`src/rtl/ball_motion.sv`:
```
// ball_motion: Pong ball physics stage, advances the ball once per game tick.
// Ports: clk, reset_n (async active-low); tick (one-clk game tick); start (leaves IDLE);
//   paddle_l_y/paddle_r_y (paddle top y, used on tick cycles only);
//   ball_x/ball_y (ball top-left); active (SERVE or PLAY); hit, score_l, score_r (one-clk pulses).
// Optional feature: define SPEEDUP_EN to raise the speed by one every four paddle hits.
module ball_motion #(
   parameter int FIELD_W     = 640,
   parameter int FIELD_H     = 480,
   parameter int BALL_SIZE   = 8,
   parameter int PADDLE_H    = 64,
   parameter int PADDLE_W    = 8,
   parameter int PADDLE_XL   = 16,
   parameter int PADDLE_XR   = 616,
   parameter int SPEED       = 2,
   parameter int MAX_SPEED   = 6,
   parameter int SERVE_TICKS = 60
) (
   input  logic       clk,
   input  logic       reset_n,
   input  logic       tick,
   input  logic       start,
   input  logic [9:0] paddle_l_y,
   input  logic [9:0] paddle_r_y,
   output logic [9:0] ball_x,
   output logic [9:0] ball_y,
   output logic       active,
   output logic       hit,
   output logic       score_l,
   output logic       score_r
);
   typedef enum logic [1:0] {IDLE, SERVE, PLAY, SCORED} state_e;
   localparam int CW = $clog2(SERVE_TICKS + 1);
   localparam int SW = $clog2((SPEED > MAX_SPEED ? SPEED : MAX_SPEED) + 1);
   localparam logic [9:0]  CX   = 10'((FIELD_W - BALL_SIZE) / 2);
   localparam logic [9:0]  CY   = 10'((FIELD_H - BALL_SIZE) / 2);
   localparam logic [10:0] XMAX = 11'(FIELD_W - BALL_SIZE);
   localparam logic [10:0] YMAX = 11'(FIELD_H - BALL_SIZE);
   localparam logic [10:0] CL   = 11'(PADDLE_XL + PADDLE_W);
   localparam logic [10:0] CR   = 11'(PADDLE_XR - BALL_SIZE);
   localparam logic [10:0] BS   = 11'(BALL_SIZE);
   localparam logic [10:0] PH   = 11'(PADDLE_H);

   state_e        state_q, state_d;
   logic [9:0]    x_q, x_d, y_q, y_d, x_nxt, y_nxt;
   logic          dx_q, dx_d, dy_q, dy_d;
   logic [CW-1:0] cnt_q, cnt_d;
   logic          hit_q, hit_d, score_l_q, score_l_d, score_r_q, score_r_d;
   logic [SW-1:0] spd;
   logic [10:0]   bx, by, s, pl, pr;
   logic          y_wall, ov_l, ov_r, hit_l, hit_r, miss_l, miss_r;

   // 11-bit intermediates so that position + speed never wraps.
   assign bx = {1'b0, x_q};
   assign by = {1'b0, y_q};
   assign s  = 11'(spd);
   assign pl = {1'b0, paddle_l_y};
   assign pr = {1'b0, paddle_r_y};

   assign y_wall = dy_q ? (by + s > YMAX) : (by < s);
   assign y_nxt  = 10'(y_wall ? (dy_q ? YMAX : 11'd0) : (dy_q ? by + s : by - s));

   // Overlap uses the pre-update ball_y.
   assign ov_l   = (by + BS > pl) && (by < pl + PH);
   assign ov_r   = (by + BS > pr) && (by < pr + PH);
   assign hit_l  = !dx_q && bx >= CL && bx - s <= CL && ov_l;
   assign hit_r  = dx_q && bx <= CR && bx + s >= CR && ov_r;
   assign miss_l = !dx_q && !hit_l && bx < s;
   assign miss_r = dx_q && !hit_r && bx + s > XMAX;
   assign x_nxt  = 10'(hit_l ? CL : hit_r ? CR : dx_q ? bx + s : bx - s);

`ifdef SPEEDUP_EN
   logic [SW-1:0] spd_q, spd_d;
   logic [1:0]    rally_q, rally_d;
   assign spd = spd_q;
   always_ff @(posedge clk or negedge reset_n) begin
      if (!reset_n) begin
         spd_q   <= SW'(SPEED);
         rally_q <= '0;
      end else begin
         spd_q   <= spd_d;
         rally_q <= rally_d;
      end
   end
   // The hit that wraps the rally counter from 3 to 0 bumps the speed.
   always_comb begin
      rally_d = rally_q;
      spd_d   = spd_q;
      if (state_q == SCORED) begin
         rally_d = '0;
         spd_d   = SW'(SPEED);
      end else if (hit_d) begin
         rally_d = rally_q + 2'd1;
         if (rally_q == 2'd3) spd_d = (spd_q >= SW'(MAX_SPEED)) ? SW'(MAX_SPEED) : spd_q + 1'b1;
      end
   end
`else
   assign spd = SW'(SPEED);
`endif

   always_ff @(posedge clk or negedge reset_n) begin
      if (!reset_n) begin
         state_q   <= IDLE;
         x_q       <= CX;
         y_q       <= CY;
         dx_q      <= 1'b1;
         dy_q      <= 1'b1;
         cnt_q     <= '0;
         hit_q     <= 1'b0;
         score_l_q <= 1'b0;
         score_r_q <= 1'b0;
      end else begin
         state_q   <= state_d;
         x_q       <= x_d;
         y_q       <= y_d;
         dx_q      <= dx_d;
         dy_q      <= dy_d;
         cnt_q     <= cnt_d;
         hit_q     <= hit_d;
         score_l_q <= score_l_d;
         score_r_q <= score_r_d;
      end
   end

   always_comb begin
      state_d = state_q;
      case (state_q)
         IDLE:    if (start) state_d = SERVE;
         SERVE:   if (tick && cnt_q == CW'(SERVE_TICKS - 1)) state_d = PLAY;
         PLAY:    if (tick && (miss_l || miss_r)) state_d = SCORED;
         SCORED:  state_d = SERVE;
         default: state_d = IDLE;
      endcase
   end

   // A miss discards the Y update and leaves the ball where it was for the SCORED cycle.
   always_comb begin
      x_d       = x_q;
      y_d       = y_q;
      dx_d      = dx_q;
      dy_d      = dy_q;
      cnt_d     = cnt_q;
      hit_d     = 1'b0;
      score_l_d = 1'b0;
      score_r_d = 1'b0;
      case (state_q)
         IDLE:  cnt_d = '0;
         SERVE: if (tick) cnt_d = cnt_q + 1'b1;
         PLAY: if (tick) begin
            score_l_d = miss_r;
            score_r_d = miss_l;
            if (!(miss_l || miss_r)) begin
               x_d   = x_nxt;
               y_d   = y_nxt;
               dx_d  = (dx_q || hit_l) && !hit_r;
               dy_d  = dy_q ^ y_wall;
               hit_d = hit_l || hit_r;
            end
         end
         SCORED: begin
            x_d   = CX;
            y_d   = CY;
            dy_d  = !dy_q;
            cnt_d = '0;
         end
         default: ;
      endcase
   end

   assign ball_x  = x_q;
   assign ball_y  = y_q;
   assign active  = state_q == SERVE || state_q == PLAY;
   assign hit     = hit_q;
   assign score_l = score_l_q;
   assign score_r = score_r_q;
endmodule
```
`config.mk`:
```
export PLATFORM = sky130hd
export DESIGN_NAME = ball_motion
export DESIGN_NICKNAME = d
export VERILOG_FILES = /design/src/rtl/ball_motion.sv
export SDC_FILE = /design/constraint.sdc
export NUM_CORES = 1
export LEC_CHECK = 0
export ABC_AREA = 1
export CORE_MARGIN = 3
export CORE_UTILIZATION = 55
export DETAILED_ROUTE_END_ITERATION = 8
export GPL_ROUTABILITY_DRIVEN = 0
export PLACE_DENSITY = 0.84
export SLEW_MARGIN = 20
export SYNTH_ARGS = -nofsm -noshare
export SYNTH_HDL_FRONTEND = slang
export SYNTH_SLANG_ARGS = --single-unit
export TNS_END_PERCENT = 30
```
`constraint.sdc`:
```
create_clock -name clk -period 4.83 [get_ports clk]
set_clock_uncertainty 0.1 [all_clocks]
set_input_delay 0.966 -clock clk [delete_from_list [all_inputs] [get_ports clk]]
set_output_delay 0.966 -clock clk [all_outputs]
set_load 0.005 [all_outputs]
```
# After elaboration in Yosys (flattened, before gate mapping)
# Index checks and enable logic that the tools add are counted.
# totals
ff_bits,33
output_inout_bits,24
wordCells,101
# classes
add_sub_neg,8
n_lt_le_gt_ge,12
n_eq_ne,10
n_mux,29
bitwise_logic,2
n_reduce_logical,31
# ops
cell,count
2-to-1 mux 10 bit,9
case mux 10 bit (2 select lines),2
adder 10 x 2 -> 11 bit (second input constant),2
adder 10 x 7 -> 11 bit (second input constant),2
> comparator 11 x 10 -> 1 bit,2
< comparator 10 x 11 -> 1 bit,2
< comparator 10 x 2 -> 1 bit (second input constant),2
logical AND 1 bit,15
!= test 2 bit (second input constant),6
case mux 6 bit (2 select lines),1
adder 10 x 4 -> 11 bit (second input constant),1
greater-or-equal comparator 11 x 10 -> 1 bit (second input constant),1
> comparator 11 x 10 -> 1 bit (second input constant),1
> comparator 11 x 9 -> 1 bit (second input constant),1
<= comparator 11 x 5 -> 1 bit (second input constant),1
subtractor 10 x 2 -> 11 bit (second input constant),1
greater-or-equal comparator 10 x 5 -> 1 bit (second input constant),1
<= comparator 10 bit (second input constant),1
2-to-1 mux 1 bit,10
subtractor 10 x 2 -> 10 bit (second input constant),1
2-to-1 mux 9 bit,1
AND reduction 3 bit,3
case mux 2 bit (4 select lines),1
adder 6 x 1 -> 6 bit (second input constant),1
14 further kinds,24

# Logic depth before layout (Yosys ltp)
# depth
depth_word,11
mapped_depth,22
ltp_nobuf,21

# Least setup slack after synthesis
# No wires, ideal clock.
# synth_timing
kind,register to register
from,register y_q[5] (netlist: ball_y[5])
to,register x_q[7] (netlist: ball_x[7])
t_arrival_ns,2.765
required_ns,4.656
slack_ns,1.891
path_stages_with_launch,20
path_buffers,2
period_less_slack_ns,2.939
path_cell_list,dfstp_2 > clkbuf_2 > inv_1 > nor3_1 > nand2_1 > xor2_1 > ha_1 > nand3_1 > nor2_1 > nand3_1 > nor2_1 > nor2_1 > nor2_1 > nand2_1 > nand3_2 > nand3b_4 > nand2_8 > buf_8 > nand2_1 > o21ai_2
# synth_between
elab_chain_cells,10
# synth_lines
item,line_no,text
start: declaration,44,"logic [9:0] x_q, x_d, y_q, y_d, x_nxt, y_nxt;"
start signal: assignment,114,y_q <= y_d;
"parallel branches: the longest is 10 deep, another holds adder 10 x 4 -> 11 bit",-,
end signal: assignment,103,x_q <= CX;
end signal: assignment,113,x_q <= x_d;
end: declaration,44,
# Several ways; the timed one is not identified. The select of a mux whose other input is x is not followed.
# A chain may end at the register's enable or synchronous reset.

# Worst setup path after layout
# layout_timing
from,input port paddle_l_y[6]
to,register x_q[9] (netlist: ball_x[9])
# layout_between
elab_chain_cells,10
# layout_lines
item,line_no,text
start: declaration,22,"input logic [9:0] paddle_l_y,"
adder 10 x 7 -> 11 bit,63,assign ov_l = (by + BS > pl) && (by < pl + PH);
< comparator 10 x 11 -> 1 bit,63,
logical AND 1 bit *,63,
logical AND 1 bit *,65,assign hit_l = !dx_q && bx >= CL && bx - s <= CL && ov_l;
zero test 1 bit,67,assign miss_l = !dx_q && !hit_l && bx < s;
logical AND 1 bit (2 in a row),67,
logical OR 1 bit,151,if (!(miss_l || miss_r)) begin
!= test 2 bit (no source line),-,
AND reduction 3 bit (no source line),-,
# Every way passes the cells marked *; elsewhere a longest branch is shown, timed or not. The select of a mux whose other input is x is not followed.

==> flow_summary.ini <==
[timing]
max_slew_margin_pct = 46.9
tns_ns = 0
setup_viol_count_final = 0
hold_viol_final = 0
period_share_pct = 72.7
grt_setup_unrepaired = false
max_freq_ghz = 0.285
whs_ns = 0.441
worst_pin_slew_ns = 0.794
maxSlewViolCount = 0
post-route-min-period_ns = 3.51

[logic_synthesis]
synth.area.mux_share_pct = 0
synth_simple_gate_area_share_pct = 35.3
synth_cell_types = 44
syn_avg_cell_area_um2 = 6.73
syn_inst = 557
synth_top_family_by_area = simple AND/OR/NAND/NOR gates
ys_ff_latch = 31
synth_warnings = 0
synthAdderAreaFrac_pct = 16.0
synthesis.area_um2 = 3750
synth_xor_area_share_pct = 5.14
synth_compound_area_share_pct = 11.5
ys_seq_area_share_pct = 21.1

[worst_setup_path]
cp.required_ns = 4.91
path_depth = 17
end_kind = flip-flop
max_stage_delay_ns = 0.49
r2r_cells = 18
r2r_setup_slack_ns = 1.41
slowest_stage = clkdlybuf4s50_1
critical_path.top_delay_family = simple AND/OR/NAND/NOR gates
crit_buf_inv = 2
r2r_start = ball_y[8]
crit_top_cell = nand2_1
cp_max_fo = 28
r2r_end = ball_x[9]
arrival_ns = 3.59
critPathLaunchType = input pin
path_cells = clkdlybuf4s50_1 -> ha_1 -> xnor2_1 -> ha_1 -> nand2_1 -> nand3b_1 -> nand3_1 -> nor2_1 -> nand3_1 -> nor2_1 -> nand2_1 -> nand3_2 -> nand3b_4 -> nand2_8 -> inv_2 -> nand2_1 -> nand2_1
critPathKind = input pin to flip-flop

[routing]
routedWlPerCell_um = 13.8
antenna_left = 0
vias = 3726
routed_via_density = 5.52
initialDrtViolationCount = 277
drt_first_pass_iters = 5
drc = 0
routed_wl_um = 9320

[clocking]
cts_resized = 0
clk_pin_slew_worst_paths_ns = 0.06
clock_latency_ns = 0.29
clock-sinks = 31
htreeDepth = 2
cts_root_buf = clkbuf_8
clockBufferDepth = 2
cts_setup_buffers = 0
ctsHoldBuffers = 0
cts_tree = yes
cts_made_buffers = 5

[hold_path]
hold_start = state_q[1]
worstHoldPathCells = 2
hold_end = state_q[1]
min_path_type = flip-flop to flip-flop

[global_route]
antenna_found_initial = 0
grt_pass1_vias = 3540
grt_max_degree = 29
grtUsageTotal_pct = 25.1
grt_pass1_wl_um = 15700
gr-total-overflow = 0

[power]
p_per_area_nw_per_um2 = 608
peakVddDrop_mv = 0.414
p_leak_nw = 2.20

[placement]
port_buffers = 45
dp_cells = 667
hpwl_um = 7340

[cells_and_area]
nNetsFinal = 669
utilization_pct = 66.8
antennaDiodeCount = 0
final_layout_size_suffix_gt1_share_pct = 9.03
layout.cells.non_filler = 675
fillers = 562
area_growth_pct = 15.2

[status]
run_status = complete, no violations

[run]
cap_violations = 0

[die]
initial_core_util_pct = 58.0
coreArea_um2 = 6460
die_area_um2 = 7840
row_count = 29
fp.dieW_um = 88.5
io_pins = 48
die-height_um = 88.5
-- worst register-to-register path: cells and delay by family (launching register included) --
kind	cells	cell delay (ns)
AND/OR/NAND/NOR	14	1.79
adder cells (fa/ha/maj)	1	0.33
buffers and inverters	2	0.33
flip-flops	1	0.55
XOR/XNOR	1	0.18
-- metrics by stage --
step | setup WS [ns] | instance area (µm²) | power [W]
2_1_floorplan | 1.89 | 3750 | 0.00187
3_3_place_gp | 1.15 | 4200 | 0.00226
3_5_place_dp | 1.02 | 4200 | 0.00232
4_1_cts | 1.32 | 4320 | 0.00261
5_1_grt | 1.05 | 4320 | 0.00290
6_report | 1.32 | 4320 | 0.00263
-- Yosys cell counts, drive strengths merged --
cell    number  area [µm²]
nor3         9        50.1
nand3b       3        35.0
dfstp       12         315
xnor2        6        52.6
o22ai        1        6.26
o21ai       35         216
conb         1        3.75
o211ai       4        35.0
a21oi       29         145
nand3       51         293
a31oi        1        6.26
ha          48         601
nand2      161         636
nand4        6        37.5
buf          9        83.8
o21a         1        7.51
dfrtp       19         475
xor2        16         140
inv         80         300
a22oi        1        7.51
or2          1        6.26
and3b        1        8.76
o21bai       1        7.51
nor3b        4        30.0
nor4         1        6.26
clkbuf       5        21.3
nor2        51         219
-- placed cells by master (no fill, tap or decap), types with 3 or more instances in the layout --
cell / instances
a21oi_1: 29
clkbuf_8: 6
clkdlybuf4s50_1: 45
dfrtp_1: 19
dfstp_2: 12
ha_1: 48
inv_1: 78
nand2_1: 156
nand2_2: 3
nand3_1: 45
nand3_2: 5
nand4_1: 6
nor2_1: 46
nor2_4: 3
nor3_1: 8
nor3b_1: 4
o211ai_1: 3
o21ai_0: 23
o21ai_2: 11
xnor2_1: 6
xor2_1: 16
-- sequential cells by signal (all words and copies together) (netlist names) --
signal   count
ball_x       9
ball_y       9
cnt_q        6
state_q      2
dx_q         1
dy_q         1
hit          1
score_l      1
score_r      1
-- power by group --
group | internal [W] | total, W | switching, W | leakage (nW)
clock network | 0.000167 | 0.000266 | 0.0000993 | 0.0612
logic | 0.000705 | 0.00174 | 0.00103 | 1.76
registers | 0.000396 | 0.000621 | 0.000225 | 0.379
-- kinds of logic after synthesis --
family                   after synthesis
other                                  1
AND/OR/NAND/NOR                      288
flip-flops                            31
adder cells (fa/ha/maj)               48
XOR/XNOR                              22
AO/OA/AOI/OAI                         73
buffers and inverters                 94
-- worst max-delay path by stage --
| stage | start | to | slack, ns |
|---|---|---|---|
| after global routing | paddle_l_y[6] | ball_x[9] | 1.05 |
| final | paddle_l_y[6] | ball_x[9] | 1.32 |
| after detailed placement | paddle_l_y[6] | ball_x[1] | 1.02 |
| after CTS | paddle_l_y[6] | ball_x[1] | 1.32 |
| after global placement | paddle_r_y[6] | ball_x[9] | 1.15 |
| after floorplan | ball_y[5] | ball_x[7] | 1.89 |
-- per-layer routing --
layer  GRT usage [%]  share of wire [%]  wire (µm)
met5               0                  0          0
met4            7.97                2.0        185
met3            3.45                5.0        468
met1            31.9                 43       4020
met2            44.0                 50       4640
-- layout make-up --
class / instances / area [µm²] / share of cell area [%]
multi-input cells: 433 / 2550 / 59.2
flip-flops and latches: 31 / 791 / 18.3
repair buffers: 46 / 458 / 10.6
inverters: 80 / 300 / 6.96
well taps: 77 / 96.3 / 2.23
clock buffers: 6 / 82.6 / 1.91
clock inverters: 2 / 35.0 / 0.812
No activity file was read; power rests on OpenSTA's default activity.
